[src/rtl/fifo_wr_arbiter.sv]
// Packet-locked round-robin arbiter feeding one ECC FIFO write port,
// with a mid-packet stall watchdog that forcibly releases a silent owner.
module fifo_wr_arbiter #(
    parameter int NUM_REQ     = 4,
    parameter int DATA_WIDTH  = 64,
    parameter int WDOG_CYCLES = 16
) (
    input  logic                          Clock,
    input  logic                          Reset_,
    input  logic [NUM_REQ-1:0]            Req_Valid,
    input  logic [NUM_REQ-1:0]            Req_Last,
    input  logic [NUM_REQ*DATA_WIDTH-1:0] Req_Data,
    output logic [NUM_REQ-1:0]            Req_Ready,
    input  logic                          Fifo_Full_,
    output logic                          Fifo_WriteEn,
    output logic [DATA_WIDTH-1:0]         Fifo_DataIn,
    output logic [NUM_REQ-1:0]            Grant,
    output logic                          Abort,
    output logic                          Pkt_Done
);

    localparam int PW = (NUM_REQ > 1) ? $clog2(NUM_REQ) : 1;
    localparam int WW = $clog2(WDOG_CYCLES) + 1;
    localparam logic [WW-1:0] WD_MAX   = WW'(WDOG_CYCLES - 1);
    localparam logic [PW-1:0] LAST_IDX = PW'(NUM_REQ - 1);

    typedef enum logic {IDLE, OWNED} state_t;

    state_t               state_q;
    logic [NUM_REQ-1:0]   grant_q;
    logic [PW-1:0]        ptr_q;
    logic [WW-1:0]        wd_q;
    logic                 abort_q;
    logic                 done_q;

    logic [NUM_REQ-1:0]   own_valid;
    logic                 beat;
    logic                 last;
    logic                 stall;
    logic                 wd_hit;
    logic [PW-1:0]        owner;
    logic [PW-1:0]        owner_inc;
    logic [NUM_REQ-1:0]   idle_pick;
    logic [NUM_REQ-1:0]   rel_pick;
    logic [DATA_WIDTH-1:0] data_mux;

    // First set bit at or above start, wrapping modulo NUM_REQ.
    function automatic logic [NUM_REQ-1:0] rr_pick(
        input logic [NUM_REQ-1:0] req,
        input logic [PW-1:0]      start
    );
        logic [NUM_REQ-1:0] g;
        logic               found;
        int                 idx;
        g     = '0;
        found = 1'b0;
        for (int k = 0; k < NUM_REQ; k++) begin
            idx = (int'(start) + k) % NUM_REQ;
            if (!found && req[idx]) begin
                g[idx] = 1'b1;
                found  = 1'b1;
            end
        end
        return g;
    endfunction

    assign own_valid = grant_q & Req_Valid;
    assign beat      = (|own_valid) & Fifo_Full_;
    assign last      = beat & (|(grant_q & Req_Last));
    assign stall     = (state_q == OWNED) & ~(|own_valid) & Fifo_Full_;
    assign wd_hit    = stall & (wd_q == WD_MAX);

    always_comb begin
        owner    = '0;
        data_mux = '0;
        for (int i = 0; i < NUM_REQ; i++) begin
            if (grant_q[i]) begin
                owner    = PW'(i);
                data_mux = data_mux | Req_Data[i*DATA_WIDTH +: DATA_WIDTH];
            end
        end
    end

    assign owner_inc = (owner == LAST_IDX) ? '0 : owner + PW'(1);
    assign idle_pick = rr_pick(Req_Valid, ptr_q);
    // The releasing owner's valid bit is the beat it just sent, not a new request.
    assign rel_pick  = rr_pick(Req_Valid & ~grant_q, owner_inc);

    always_ff @(posedge Clock or negedge Reset_) begin
        if (!Reset_) begin
            state_q <= IDLE;
            grant_q <= '0;
            ptr_q   <= '0;
            wd_q    <= '0;
            abort_q <= 1'b0;
            done_q  <= 1'b0;
        end else begin
            abort_q <= 1'b0;
            done_q  <= 1'b0;
            unique case (state_q)
                IDLE: begin
                    wd_q <= '0;
                    if (|Req_Valid) begin
                        grant_q <= idle_pick;
                        state_q <= OWNED;
                    end
                end
                OWNED: begin
                    if (last) begin
                        ptr_q   <= owner_inc;
                        done_q  <= 1'b1;
                        grant_q <= rel_pick;
                        state_q <= (|rel_pick) ? OWNED : IDLE;
                        wd_q    <= '0;
                    end else if (wd_hit) begin
                        ptr_q   <= owner_inc;
                        abort_q <= 1'b1;
                        grant_q <= '0;
                        state_q <= IDLE;
                        wd_q    <= '0;
                    end else if (beat) begin
                        wd_q <= '0;
                    end else if (stall) begin
                        wd_q <= wd_q + WW'(1);
                    end
                end
            endcase
        end
    end

    assign Grant        = grant_q;
    assign Req_Ready    = grant_q & {NUM_REQ{Fifo_Full_}};
    assign Fifo_WriteEn = beat;
    assign Fifo_DataIn  = data_mux;
    assign Abort        = abort_q;
    assign Pkt_Done     = done_q;

endmodule

[config.mk]
export PLATFORM = sky130hd
export DESIGN_NAME = fifo_wr_arbiter
export DESIGN_NICKNAME = d
export VERILOG_FILES = /design/src/rtl/fifo_wr_arbiter.sv
export SDC_FILE = /design/constraint.sdc
export NUM_CORES = 1
export LEC_CHECK = 0
export CAP_MARGIN = 10
export CELL_PAD_IN_SITES_DETAIL_PLACEMENT = 0
export CELL_PAD_IN_SITES_GLOBAL_PLACEMENT = 1
export CORE_AREA = 2 2 131 133
export DETAILED_ROUTE_END_ITERATION = 7
export DIE_AREA = 0 0 133 135
export GPL_TIMING_DRIVEN = 0
export PLACE_DENSITY_LB_ADDON = 0.1
export SLEW_MARGIN = 20
export SYNTH_ARGS = -nofsm -noshare
export SYNTH_HDL_FRONTEND = slang
export SYNTH_SLANG_ARGS = --single-unit
[constraint.sdc]
create_clock -name Clock -period 9.2 [get_ports Clock]
set_input_delay 1.84 -clock Clock [delete_from_list [all_inputs] [get_ports Clock]]
set_output_delay 1.84 -clock Clock [all_outputs]
set_load 0.05 [all_outputs]
==> impl_metrics.yaml <==
run_status:
  status: "finished clean"
flow_run:
  maxCapViolCount: 0
global_routing:
  grt_max_degree: 15
  antenna_found_initial: 2
  grt_overflow: 0
  grt_pass1_vias: 4826
  grt_pass1_wl_um: 26920
  grt_usage_pct: 19.00
timing:
  setup_ws_ns: 3.592
  fin_tns_setup_ns: 0
  slew_violations: 0
  fmax_mhz: 178.3
  rsz0062_at_grt: "false"
  worst_pin_slew_ns: 0.6392
  setup-violations-final: 0
  timing.final.hold_violations: 0
  skew_ns: 0.001251
  period_needed_ns: 5.608
  maxSlewHeadroom_pct: 57.25
  min_period_over_period_pct: 60.96
yosys:
  netlist_area_um2: 2781
  synth_top_area_share_pct: 35.90
  synth_top_family_by_area: "compound AO/OA/AOI/OAI gates"
  synth_compound_area_share_pct: 49.39
  ys.flop_type: "dfrtp_1"
  synth_most_common_cell: "a22oi_1"
  synth_commonest_cells: "a22oi_1 (133), nand2_1 (77), clkbuf_1 (20)"
  synth.area.mux_share_pct: 3.869
  synth_area_per_cell_um2: 7.024
  synthAdderAreaFrac_pct: 4.948
  synth_nets: 674
  synth-async-reset-ratio_pct: 100.0
  synth_edf_count: 0
  yosys.area.top_type: "a22oi_1"
  synthTopCellsByArea: "a22oi_1 (36%), dfrtp_1 (13%), nand2_1 (10%), ha_1 (4.9%), clkbuf_1 (2.7%)"
  ys_seq_elements: 14
  yosysWarningCount: 0
  synth_cell_type_count: 47
  synth_simple_gate_area_share_pct: 21.55
  synth_xor_area_share_pct: 0
  synth_cells: 396
  seq_area_frac_synth_pct: 12.60
placed_design:
  hpwlAfterDp_um: 15530
  port_buffers: 338
  place_inst: 954
  pre_cts_slack_ns: 3.584
  gp_congestion: 0.8308
die:
  core-area_um2: 16410
  dieArea_um2: 17960
  die_w_um: 133
  initial_core_util_pct: 16.95
  rows: 47
  die_y_um: 135
  ios: 342
critical_path:
  cp_top_family: "buffers and inverters"
  path_class: "input pin to output port"
  cp.arrival_ns: 3.77
  crit_fanout: 10
  critical_path_depth: 4
  worstSetupEndpointType: "output port"
  crit_top_cell: "clkdlybuf4s50_1"
  rr_worst_depth: 12
  cp.required_ns: 7.36
  worst_path_largest_cell_delay_ns: 0.83
  cp_cell_sequence: "clkdlybuf4s50_1 > clkbuf_1 > and2_1 > clkdlybuf4s50_1"
  path_buf_inv: 3
  worst_setup_path_start_kind: "input pin"
  cpMaxStageDelayCell: "clkdlybuf4s50_1"
clock_network:
  cts_buffers: 3
  ctsResizeCount: 0
  clk-insertion-delay-late_ns: 0.24
  cts_tree: "built"
  cts.sinks: 14
  cts_root_buffer: "clkbuf_16"
  cts_setup_buffers: 0
  cts_buffer_depth: 2
  cts-hold-fix-buffers: 0
  htreeDepth: 1
  clkSlewWorstSetupHoldPaths_ns: 0.05
pwr:
  ir_drop_mv: 0.1334
  power_density_nw_per_um2: 251.6
  leakage_nw: 2.597
worst_hold_path:
  min_path_type: "flop to flop"
  min_path_cells: 2
layout:
  drive_above_1_share_pct: 3.659
  fin_cells: 960
  num-fill-cells: 1634
  fin_nets: 1017
  area_growth_pct: 134.9
route:
  drc: 0
  routed_wl_um: 18220
  drt_pass1_iterations: 4
  postRouteAntennaNets: 0
  vias: 4532
  first_iter_violations: 209
  routedWlPerCell_um: 18.98
  via_per_inst: 4.721
==> routing by layer <==
layer | GRT usage, % | share of wire, %
met2 | 38.14 | 55
met1 | 20.03 | 37
met4 | 4.361 | 1.5
met5 | 0 | 0
met3 | 4.092 | 6.4
==> through the flow <==
step	total power (W)	hold WS, ns	area (um^2)	util (%)
2_1_floorplan	0.001031	0.4978	2781	-
3_3_place_gp	0.001551	0.5310	6440	39.25
3_5_place_dp	0.001554	0.5353	6440	39.25
4_1_cts	0.001654	0.5442	6529	39.79
5_1_grt	0.001741	0.5813	6534	39.82
6_report	0.001644	0.5393	6534	39.82
==> where the power goes <==
part	internal (W)	leakage [nW]	switching, W
sequential	0.0000806	0.179	0.0000205
combinational	0.000537	2.37	0.000912
clock	0.0000660	0.0442	0.0000274
total	0.000684	2.60	0.000960
==> cell usage in the layout (no fill, tap or decap), types with 2 or more instances in the layout <==
cell type and n:
a211o_1 3, a211oi_1 2, a21oi_1 10, a221oi_2 3, a222oi_1 4, a22oi_1 133
a31oi_1 2, and2_1 7, and3_1 4, buf_1 11, buf_2 8, clkbuf_1 20
clkbuf_16 3, clkdlybuf4s50_1 338, dfrtp_1 14, diode_2 2, ha_1 11, inv_1 15
mux2_2 2, mux2i_1 4, mux4_2 2, nand2_1 77, nand2b_1 5, nand3_1 5
nand4_1 2, nor2_1 12, nor2b_1 4, nor3_1 6, o2111ai_1 3, o211ai_1 2
o21ai_0 4, or2_2 2, or4_1 2
==> worst reg2reg max path: stages (launching register included) <==
cell	delay [ns]
dfrtp_1	0.43
buf_2	0.22
clkbuf_1	0.28
or2_2	0.41
ha_1	0.21
or2_0	0.19
buf_2	0.16
o32ai_2	0.35
a2bb2oi_4	0.23
mux2_2	0.37
a221oi_2	0.22
nor2_1	0.08
a211o_1	0.27
==> sequential cells by signal (all words and copies together) (netlist names) <==
name and flops:
state_q 1, ptr_q 2, Pkt_Done 1, Grant 4
Abort 1, wd_q 5
==> final timing paths <==
path	slack, ns	from	end
worst max register to register	5.66	Grant[3]$_DFFE_PN0P_	Grant[0]$_DFFE_PN0P_
worst max-delay path	3.59	Fifo_Full_	Req_Ready[1]
max in group asynchronous	6.80	Reset_	ptr_q[1]$_DFFE_PN0P_
worst min-delay path	0.54	wd_q[3]$_DFFE_PN0P_	wd_q[3]$_DFFE_PN0P_
min in group asynchronous	1.99	Reset_	wd_q[1]$_DFFE_PN0P_
worst min register to register	0.54	wd_q[3]$_DFFE_PN0P_	wd_q[3]$_DFFE_PN0P_
==> cells by family (layout without fill, tap and decap cells) <==
logic type | Yosys count | after routing
and+or+nand+nor | 132 | 132
muxes | 8 | 8
other | 0 | 2
buffers and inverters | 54 | 396
adders and majority gates | 11 | 11
AOI/OAI and AO/OA | 177 | 177
DFF | 14 | 14
==> layout make-up <==
type	instances	area, um^2	share of cell area (%)
Inverter	15	56.30	0.8617
Multi-Input combinational cell	328	2218	33.95
Tap cell	220	275.3	4.213
Clock buffer	4	88.84	1.360
Timing Repair Buffer	338	3383	51.78
Buffer	39	156.4	2.394
Sequential cell	14	350.3	5.362
Antenna cell	2	5.005	0.07660
No activity file was read; power rests on OpenSTA's default activity.
